<file path="src/rtl/traffic_pkg.sv">
// rtl/traffic_pkg.sv - shared state encoding, lamp indices and default timing for the walk sequencer
package traffic_pkg;

  typedef enum logic [2:0] {
    MAIN_GREEN  = 3'd0,
    MAIN_YELLOW = 3'd1,
    ALLRED_IN   = 3'd2,
    WALK        = 3'd3,
    WALK_FLASH  = 3'd4,
    ALLRED_OUT  = 3'd5
  } state_e;

  localparam int LAMP_GREEN  = 0;
  localparam int LAMP_YELLOW = 1;
  localparam int LAMP_RED    = 2;
  localparam int LAMP_WALK   = 3;
  localparam int LAMP_W      = 4;

  localparam int DEF_GREEN_MIN = 10;
  localparam int DEF_YELLOW_T  = 3;
  localparam int DEF_ALLRED_T  = 1;
  localparam int DEF_WALK_T    = 8;
  localparam int DEF_FLASH_T   = 4;
  localparam int DEF_CNT_W     = 8;

  // Red accompanies every pedestrian-facing state, so walk can never show without it.
  function automatic logic [LAMP_W-1:0] lamp_decode(input state_e s, input logic flash);
    logic [LAMP_W-1:0] l;
    l = '0;
    case (s)
      MAIN_GREEN:  l[LAMP_GREEN] = 1'b1;
      MAIN_YELLOW: l[LAMP_YELLOW] = 1'b1;
      WALK: begin
        l[LAMP_RED]  = 1'b1;
        l[LAMP_WALK] = 1'b1;
      end
      WALK_FLASH: begin
        l[LAMP_RED]  = 1'b1;
        l[LAMP_WALK] = flash;
      end
      default:     l[LAMP_RED] = 1'b1;
    endcase
    return l;
  endfunction

endpackage

</file>
<file path="src/rtl/tick_timer.sv">
// rtl/tick_timer.sv - tick-enabled counter with clear, optional saturation and terminal-count flag
module tick_timer #(
  parameter int W = 8
) (
  input  logic         clk,
  input  logic         rst,
  input  logic         en,
  input  logic         clr,
  input  logic         sat,
  input  logic [W-1:0] term,
  output logic         tc
);

  logic [W-1:0] count_q;
  logic [W-1:0] count_d;

  always_comb begin
    count_d = count_q;
    if (clr) begin
      count_d = '0;
    end else if (en && !(sat && (count_q == term))) begin
      count_d = count_q + 1'b1;
    end
  end

  always_ff @(posedge clk or posedge rst) begin
    if (rst) begin
      count_q <= '0;
    end else begin
      count_q <= count_d;
    end
  end

  assign tc = (count_q == term);

endmodule

</file>
<file path="src/rtl/walk_sequencer.sv">
// rtl/walk_sequencer.sv - main-road / pedestrian phase sequencer with request-clear handshake
// Optional walk countdown output is built when WALK_COUNTDOWN_EN is defined.
module walk_sequencer
  import traffic_pkg::*;
#(
  parameter int GREEN_MIN = DEF_GREEN_MIN,
  parameter int YELLOW_T  = DEF_YELLOW_T,
  parameter int ALLRED_T  = DEF_ALLRED_T,
  parameter int WALK_T    = DEF_WALK_T,
  parameter int FLASH_T   = DEF_FLASH_T,
  parameter int CNT_W     = DEF_CNT_W
) (
  input  logic             clk,
  input  logic             sys_reset,
  input  logic             tick_en,
  input  logic             walkRegister_status,
  output logic             walkRegister_reset,
  output logic             main_green,
  output logic             main_yellow,
  output logic             main_red,
  output logic             walk_lamp,
  output logic [CNT_W-1:0] walk_countdown
);

  localparam logic [CNT_W-1:0] GREEN_TERM  = CNT_W'(GREEN_MIN - 1);
  localparam logic [CNT_W-1:0] YELLOW_TERM = CNT_W'(YELLOW_T - 1);
  localparam logic [CNT_W-1:0] ALLRED_TERM = CNT_W'(ALLRED_T - 1);
  localparam logic [CNT_W-1:0] WALK_TERM   = CNT_W'(WALK_T - 1);
  localparam logic [CNT_W-1:0] FLASH_TERM  = CNT_W'(FLASH_T - 1);

  state_e            state_q, state_d;
  logic              flash_q, flash_d;
  logic [LAMP_W-1:0] lamps_q, lamps_d;
  logic              clr_pulse_q, clr_pulse_d;
  logic [CNT_W-1:0]  term;
  logic              tmr_tc;
  logic              tmr_clr;
  logic              expire;
  logic              walk_entry;

  tick_timer #(.W(CNT_W)) u_timer (
    .clk  (clk),
    .rst  (sys_reset),
    .en   (tick_en),
    .clr  (tmr_clr),
    .sat  (state_q == MAIN_GREEN),
    .term (term),
    .tc   (tmr_tc)
  );

  always_comb begin
    case (state_q)
      MAIN_GREEN:  term = GREEN_TERM;
      MAIN_YELLOW: term = YELLOW_TERM;
      WALK:        term = WALK_TERM;
      WALK_FLASH:  term = FLASH_TERM;
      default:     term = ALLRED_TERM;
    endcase
  end

  always_comb begin
    expire  = tick_en && tmr_tc;
    state_d = state_q;
    if (expire) begin
      case (state_q)
        MAIN_GREEN:  if (walkRegister_status) state_d = MAIN_YELLOW;
        MAIN_YELLOW: state_d = ALLRED_IN;
        ALLRED_IN:   state_d = WALK;
        WALK:        state_d = WALK_FLASH;
        WALK_FLASH:  state_d = ALLRED_OUT;
        default:     state_d = MAIN_GREEN;
      endcase
    end
    tmr_clr    = (state_d != state_q);
    walk_entry = (state_d == WALK) && (state_q != WALK);

    flash_d = 1'b0;
    if (state_d == WALK_FLASH) begin
      if (state_q != WALK_FLASH) flash_d = 1'b1;
      else if (tick_en)          flash_d = ~flash_q;
      else                       flash_d = flash_q;
    end

    lamps_d     = lamp_decode(state_d, flash_d);
    clr_pulse_d = walk_entry;
  end

  always_ff @(posedge clk or posedge sys_reset) begin
    if (sys_reset) begin
      state_q     <= MAIN_GREEN;
      flash_q     <= 1'b0;
      lamps_q     <= lamp_decode(MAIN_GREEN, 1'b0);
      clr_pulse_q <= 1'b0;
    end else begin
      state_q     <= state_d;
      flash_q     <= flash_d;
      lamps_q     <= lamps_d;
      clr_pulse_q <= clr_pulse_d;
    end
  end

`ifdef WALK_COUNTDOWN_EN
  logic [CNT_W-1:0] cd_q, cd_d;

  // Loaded on walk entry; the tick that moves WALK into WALK_FLASH also counts down.
  always_comb begin
    cd_d = '0;
    if (walk_entry) begin
      cd_d = CNT_W'(WALK_T + FLASH_T);
    end else if ((state_d == WALK) || (state_d == WALK_FLASH)) begin
      cd_d = tick_en ? (cd_q - 1'b1) : cd_q;
    end
  end

  always_ff @(posedge clk or posedge sys_reset) begin
    if (sys_reset) begin
      cd_q <= '0;
    end else begin
      cd_q <= cd_d;
    end
  end

  assign walk_countdown = cd_q;
`else
  assign walk_countdown = '0;
`endif

  assign walkRegister_reset = clr_pulse_q;
  assign main_green         = lamps_q[LAMP_GREEN];
  assign main_yellow        = lamps_q[LAMP_YELLOW];
  assign main_red           = lamps_q[LAMP_RED];
  assign walk_lamp          = lamps_q[LAMP_WALK];

endmodule

</file>
<file path="config.mk">
export PLATFORM = sky130hd
export DESIGN_NAME = walk_sequencer
export DESIGN_NICKNAME = d
export VERILOG_FILES = /design/src/rtl/traffic_pkg.sv /design/src/rtl/tick_timer.sv /design/src/rtl/walk_sequencer.sv
export SDC_FILE = /design/constraint.sdc
export NUM_CORES = 1
export LEC_CHECK = 0
export ABC_CLOCK_PERIOD_IN_PS = 3100
export BUFFER_PORTS_ARGS = -buffer_cell sky130_fd_sc_hd__buf_2
export CORE_UTILIZATION = 45
export CTS_CLUSTER_DIAMETER = 50
export DETAILED_ROUTE_END_ITERATION = 8
export PLACE_DENSITY = 0.75
export SYNTH_ARGS = -nofsm -noshare
export SYNTH_HDL_FRONTEND = slang
export SYNTH_SLANG_ARGS = --single-unit
</file>
<file path="constraint.sdc">
create_clock -name clk -period 3.1 [get_ports clk]
set_input_delay 0.465 -clock clk [delete_from_list [all_inputs] [get_ports clk]]
set_output_delay 0.465 -clock clk [all_outputs]
set_load 0.01 [all_outputs]
</file>
==> qor.txt, run 1 <==
Final Setup Violations = 0
Critical setup path kind = flop to flop
Max clock buf depth = 2
Worst endpoint required time = 3.28 ns
Initial antenna violation count = 0
IR drop worst, VDD = 437.5 uV
Largest net degree at the start of global routing = 18
CP Capture Type = flop
Port Buffers = 8
Crit path from = state_q[0]
Critical Path Start Type = flop
Library cells used by synthesis = 44
Post-synth EDFFs = 0
Placeable Area = 2255 um2
Vias = 796
Pins Over Slew Limit = 0
Total GRT Usage = 16.64%
Worst hold path type = primary input to async pin
Synth warn = 0
Antenna Violating Nets Remaining = 0
Critical Path AT = 2.31 ns
Outcome = complete, no violations
Root buf cell = clkbuf_4
Area delta synth->final = 2.857%
Chip Width = 51.33 um
Max-Cap Viols = 0
Fin crit period = 2.133 ns
Post-CTS Resized = 0
DR pass1 iterations = 4
Die ar. = 2634 um2
Slew @ Worst Pin = 0.6288 ns
WL final = 1910 um
Clock slew at reported path FFs = 0.09 ns
First-pass GRT wire length = 3263 um
R2r endpoint = state_q[2]
Die Y = 51.33 um
Worst Skew = 0.005190 ns
Vias in the first global route = 736
Post-synth ARST share = 100.0%
Top FF cell, synth = dfrtp_1
Via/cell ratio = 5.452
Grt total ovfl = 0
Final hold violations = 0
1st-iter DRT viols = 28
Cell Area, Synth = 1095 um2
CTS Hold Bufs = 0
Syn Inst Count = 113
Fmax = 0.4688 GHz
Layout cells sized above 1 = 17.80%
FF+latch count, synth = 17
Origin of the critical flop-to-flop path = state_q[0]
Cts bufs inserted = 3
Row cnt = 17
Antenna diodes = 0
I/O Pins = 17
Post-route DRC violation count = 0
Overall Power = 0.9457 mW
Post-DP HPWL = 1446 um
Post-CTS Setup Inserts = 0
Nets = 124
R2R setup slack = 0.97 ns
Worst relative slew slack = 58.03%
CP max FO = 14
Placer's final routability congestion estimate = 0.8975
Setup TNS = 0 ns
Initial Utilization = 48.56%
Reg2reg path depth = 5
Clk sinks = 17
Synthesized area per cell = 9.688 um2
Clk_lat worst skew = 0.29 ns
CP Capture Point = state_q[2]
Final worst-path cycle share = 68.81%
H-tree Lvls = 1
P_leak = 0.5108 nW
PD cells = 839.8 nW/um2
DR WL/cell = 13.08 um
RSZ-0062 raised after global routing = no
Sequential area share after synthesis = 38.97%
CTS tree = yes
==> per-layer routing <==
metal / track usage [%] / wire (um) / vias up
li1: - / - / 392
met1: 22.84 / 878 / 379
met2: 25.66 / 927 / 18
met3: 0.8929 / 45 / 7
met4: 9.910 / 59 / 0
met5: 0 / 0 / -
==> registers in the layout, indices dropped and copies added (netlist names) <==
| signal | count |
|---|---|
| state_q | 3 |
| flash_q | 1 |
| lamps_q | 4 |
| walkRegister_reset | 1 |
| u_timer.count_q | 8 |
==> area by class of cell <==
class | count | area [um2]
fill | 215 | 1129
multi-input combinational | 81 | 568.0
sequential | 17 | 426.7
timing repair buffer | 8 | 40.04
tap | 28 | 35.03
inverter | 8 | 30.03
clock buffer | 4 | 26.28
==> placed cells by master (no fill, tap or decap), types with 3 or more instances in the layout <==
cell      synthesis  routed
dfrtp_1          16      16
inv_1             8       8
nand2_1           8       8
conb_1            1       8
buf_2             2       8
nor2_1            7       7
o21ai_1           5       5
nand3_1           4       4
o22ai_1           4       4
nor3_1            4       4
xor2_1            3       3
o21ai_0           3       3
clkbuf_4          0       3
==> through the flow <==
| step | setup WS [ns] | util [%] | instances | hold WS, ns | cell area (um2) |
|---|---|---|---|---|---|
| 2_1_floorplan | 1.305 | - | 120 | 0.3903 | 1121 |
| 3_3_place_gp | 1.116 | 48.78 | 142 | 0.4917 | 1100 |
| 3_5_place_dp | 1.048 | 48.78 | 142 | 0.4926 | 1100 |
| 4_1_cts | 1.016 | 49.94 | 146 | 0.2564 | 1126 |
| 5_1_grt | 0.8774 | 49.94 | 146 | 0.2856 | 1126 |
| 6_report | 0.9667 | 49.94 | 146 | 0.2376 | 1126 |
==> power by group <==
part           switching (mW)  total (mW)  internal (mW)
sequential              0.111       0.401          0.290
clock                  0.0654       0.115         0.0501
combinational           0.234       0.429          0.196
total                   0.410       0.946          0.535
==> worst min-delay path by stage <==
stage	startpoint	slack [ns]	cells after the start	end
floorplan	sys_reset	0.39	1	flash_q
global placement	u_timer.count_q[7]	0.49	1	u_timer.count_q[7]
detailed placement	u_timer.count_q[7]	0.49	1	u_timer.count_q[7]
CTS	sys_reset	0.26	2	u_timer.count_q[4]
global route	sys_reset	0.29	2	u_timer.count_q[6]
finish	sys_reset	0.24	2	u_timer.count_q[4]
==> logic make-up (layout without fill, tap and decap cells) <==
kind of cell,count (synthesis),after routing,share of synthesized area [%]
multiplexers,3,3,2.857
other,1,8,0.3425
AND/OR/NAND/NOR,39,39,22.52
adder cells (fa/ha/maj),1,1,1.143
XOR/XNOR,6,6,6.515
AO/OA/AOI/OAI,24,24,16.11
flip-flops,17,17,38.97
buffers and inverters,22,20,11.54
==> cells in the mapped netlist (2+ instances only) <==
cell,count,area [um2]
nor3_1,4,20.02
and2_1,2,12.51
or4_1,2,15.01
o31a_1,2,17.52
dfrtp_1,16,400.4
nand3_1,4,20.02
buf_4,9,67.56
inv_1,8,30.03
xnor2_1,2,17.52
nand2_1,8,30.03
o21ai_1,5,25.02
nor2_1,7,26.28
o21ai_0,3,15.01
o22ai_1,4,25.02
buf_2,2,10.01
a211o_1,2,17.52
mux2i_1,2,20.02
xor2_1,3,26.28
clkbuf_1,2,7.510
nand2b_1,2,12.51
==> critical path, cell delays in order (launching register included) <==
cell and delay (ns):
dfrtp_1 0.63, mux2i_1 0.34, o22ai_2 0.13, a31oi_2 0.47, nor3_1 0.17, a211o_1 0.29
No activity file was read; power rests on OpenSTA's default activity.
==> inputs of run 2 (changes only) <==
--- a/config.mk
+++ b/config.mk
@@ -5,12 +5,12 @@
 export SDC_FILE = /design/constraint.sdc
 export NUM_CORES = 1
 export LEC_CHECK = 0
-export ABC_CLOCK_PERIOD_IN_PS = 3100
+export ABC_CLOCK_PERIOD_IN_PS = 1700
 export BUFFER_PORTS_ARGS = -buffer_cell sky130_fd_sc_hd__buf_2
 export CORE_UTILIZATION = 45
 export CTS_CLUSTER_DIAMETER = 50
 export DETAILED_ROUTE_END_ITERATION = 8
-export PLACE_DENSITY = 0.75
+export PLACE_DENSITY = 0.77
 export SYNTH_ARGS = -nofsm -noshare
 export SYNTH_HDL_FRONTEND = slang
 export SYNTH_SLANG_ARGS = --single-unit
==> constraint.sdc (replaced) <==
create_clock -name clk -period 1.7 [get_ports clk]
set_input_delay 0.255 -clock clk [delete_from_list [all_inputs] [get_ports clk]]
set_output_delay 0.255 -clock clk [all_outputs]
set_load 0.01 [all_outputs]
==> run 2 against run 1 <==
The run now ends with setup timing left. Die area stayed put. Register-to-register slack worse by 1.1 ns. Sequential share of layout area is 7.2 points lower. Fmax is 17% higher. Non-clock buffer count is 22 higher. Global-route usage is 4.2 points higher. Cell count is 15% higher. Combinational power grew to 3.2 times the previous value. Clock-buffer cell count stayed put. Largest cell class unchanged.
==> qor.txt, run 2 (synthesized netlist as in run 1, its figures left out) <==
CP bufs+invs = 1 (+1)
Via/cell ratio = 5.488 (+0.66%)
Clk sinks = 17 (unchanged)
Initial antenna violation count = 0 (unchanged)
Crit-path slowest cell = dfrtp_2
Worst relative slew slack = 55.82% (-2.2 points)
PD cells = 1612 nW/um2 (+92%)
P_leak = 0.6291 nW (+23%)
DR pass1 iterations = 4 (unchanged)
Max FFs per register = 8 (unchanged)
Most common cell after layout, fill and taps aside = buf_4
Max-Cap Viols = 0 (unchanged)
Crit path from = state_q[0]
Pins Over Slew Limit = 0 (unchanged)
CP Capture Type = flop
Layout cells sized above 1 = 37.86% (+20 points)
Sequential cell area = 427.9 um2 (+0.29%)
CTS tree = yes
Vias = 922 (+16%)
Die Y = 51.33 um (unchanged)
Antenna Violating Nets Remaining = 0 (unchanged)
Nets = 146 (+18%)
Final Setup Violations = 11 (+11)
Placer's final routability congestion estimate = 0.8674 (-3.4%)
Largest net degree at the start of global routing = 18 (unchanged)
I/O Pins = 17 (unchanged)
DR WL/cell = 14.86 um (+14%)
Multi-input combinational cell area = 653.1 um2 (+15%)
Cts bufs inserted = 3 (unchanged)
Die ar. = 2634 um2 (unchanged)
Initial Utilization = 48.56% (unchanged)
Placed inst area = 1257 um2 (+14%)
Placeable Area = 2255 um2 (unchanged)
Total GRT Usage = 20.79% (+4.2 points)
Chip Width = 51.33 um (unchanged)
Worst setup margin = -0.1303 ns (-1.097 ns)
WL final = 2497 um (+31%)
Cell area after layout = 1396 um2 (+24%)
Critical Path Start Type = flop
Grt total ovfl = 0 (unchanged)
Final hold slack = 0.03898 ns (-0.1986 ns)
CP max FO = 8 (-6)
Row cnt = 17 (unchanged)
Crit path max-delay family = simple AND/OR/NAND/NOR gates
Final hold violations = 0 (unchanged)
Antenna diodes = 0 (unchanged)
Clk_lat worst skew = 0.29 ns (about the same)
Overall Power = 2.251 mW (+140%)
Clock slew at reported path FFs = 0.10 ns (about the same)
Max clock buf depth = 2 (unchanged)
Post-DP HPWL = 1775 um (+23%)
Post-route non-filler standard cell count = 168 (+15%)
Critical setup path kind = flop to flop
Origin of the critical flop-to-flop path = state_q[0]
Vias in the first global route = 883 (+20%)
Critical path cell sequence = buf_4 > nor3b_2 > a211o_1 > nand4_4 > or2_4 > a211o_1
Slowest stage delay, CP = 0.46 ns (-0.17 ns)
RSZ-0062 raised after global routing = yes
Critical path's most frequent cell = a211o_1
Fmax = 0.5464 GHz (+17%)
Slew @ Worst Pin = 0.6620 ns (+0.03317 ns)
Fill cells = 180 (-16%)
Worst hold path type = primary input to async pin
First-pass GRT wire length = 3988 um (+22%)
Critical Path AT = 2.01 ns (-0.30 ns)
Failing checks = setup timing
Top Registers = u_timer.count_q (8), lamps_q (4), state_q (3)
Worst endpoint required time = 1.88 ns (-1.40 ns)
Most frequent cells in the layout = 17 x buf_4, 15 x dfrtp_1
Final core occ = 61.93% (+12 points)
H-tree Lvls = 1 (unchanged)
Area delta synth->final = 27.54%
Largest Register = u_timer.count_q
1st-iter DRT viols = 25 (-11%)
Worst Skew = 0.001247 ns (-0.003943 ns)
Outcome = finished with violations
Fin crit period = 1.830 ns (-0.3030 ns)
Root buf cell = clkbuf_4
Post-route DRC violation count = 0 (unchanged)
IR drop worst, VDD = 815.4 uV (+86%)
Port Buffers = 8 (unchanged)
Final worst-path cycle share = 107.7% (+39 points)
Placed Cells = 163 (+15%)
[run 2: changes by cell type in the layout (fill, tap and decap cells not counted), sizes merged]
cell  before  now
buf        8   30
[run 2: cell type report]
cell class                      instances  area share, %
Clock buffer                            4          1.882
Inverter                                8          2.151
Multi-Input combinational cell         81          46.77
Sequential cell                        17          30.65
Tap cell                               28          2.509
Timing Repair Buffer                   30          16.04
[run 2: worst paths after layout]
| path | slack, ns | cells after the start | endpoint |
|---|---|---|---|
| max in group asynchronous | 1.20 | 2 | state_q[0] |
| setup / recovery | -0.13 | 6 | state_q[2] |
| hold reg to reg | 0.52 | 1 | u_timer.count_q[6] |
| hold / removal | 0.04 | 2 | flash_q |
| setup reg to reg | -0.13 | 6 | state_q[2] |
| min in group clk | 0.32 | 4 | lamps_q[1] |
[run 2: routing by layer]
layer / up-vias / wire [um] / GRT usage [%]
met3: 6 / 93 / 2.083
met2: 29 / 1268 / 38.16
met1: 451 / 1078 / 23.84
met4: 0 / 56 / 9.910
met5: - / 0 / 0
li1: 436 / - / -
[run 2: per-stage QoR]
stage | TNS (ns) | worst slack [ns]
2_1_floorplan | -0.05410 | -0.02728
3_3_place_gp | -0.7940 | -0.1424
3_5_place_dp | -1.182 | -0.1716
4_1_cts | -0.6971 | -0.1055
5_1_grt | -1.639 | -0.1835
6_report | -0.8265 | -0.1303
[run 2: timing repair]
action	in CTS	in global routing
pin swaps	10	6
buffers inserted	1	0
gates resized for setup	12	9
endpoints found under the setup margin	12	13
hold buffers	0	0
[run 2: power by group]
group          internal, mW  switching, mW
Clock                0.0913          0.129
Sequential            0.532          0.115
Combinational         0.679          0.704
[run 2: worst reg2reg max path, cell delays in order, from the launching register on]
cell and delay [ns]:
dfrtp_2 0.46, buf_4 0.16, nor3b_2 0.18, a211o_1 0.19, nand4_4 0.17, or2_4 0.30
a211o_1 0.27
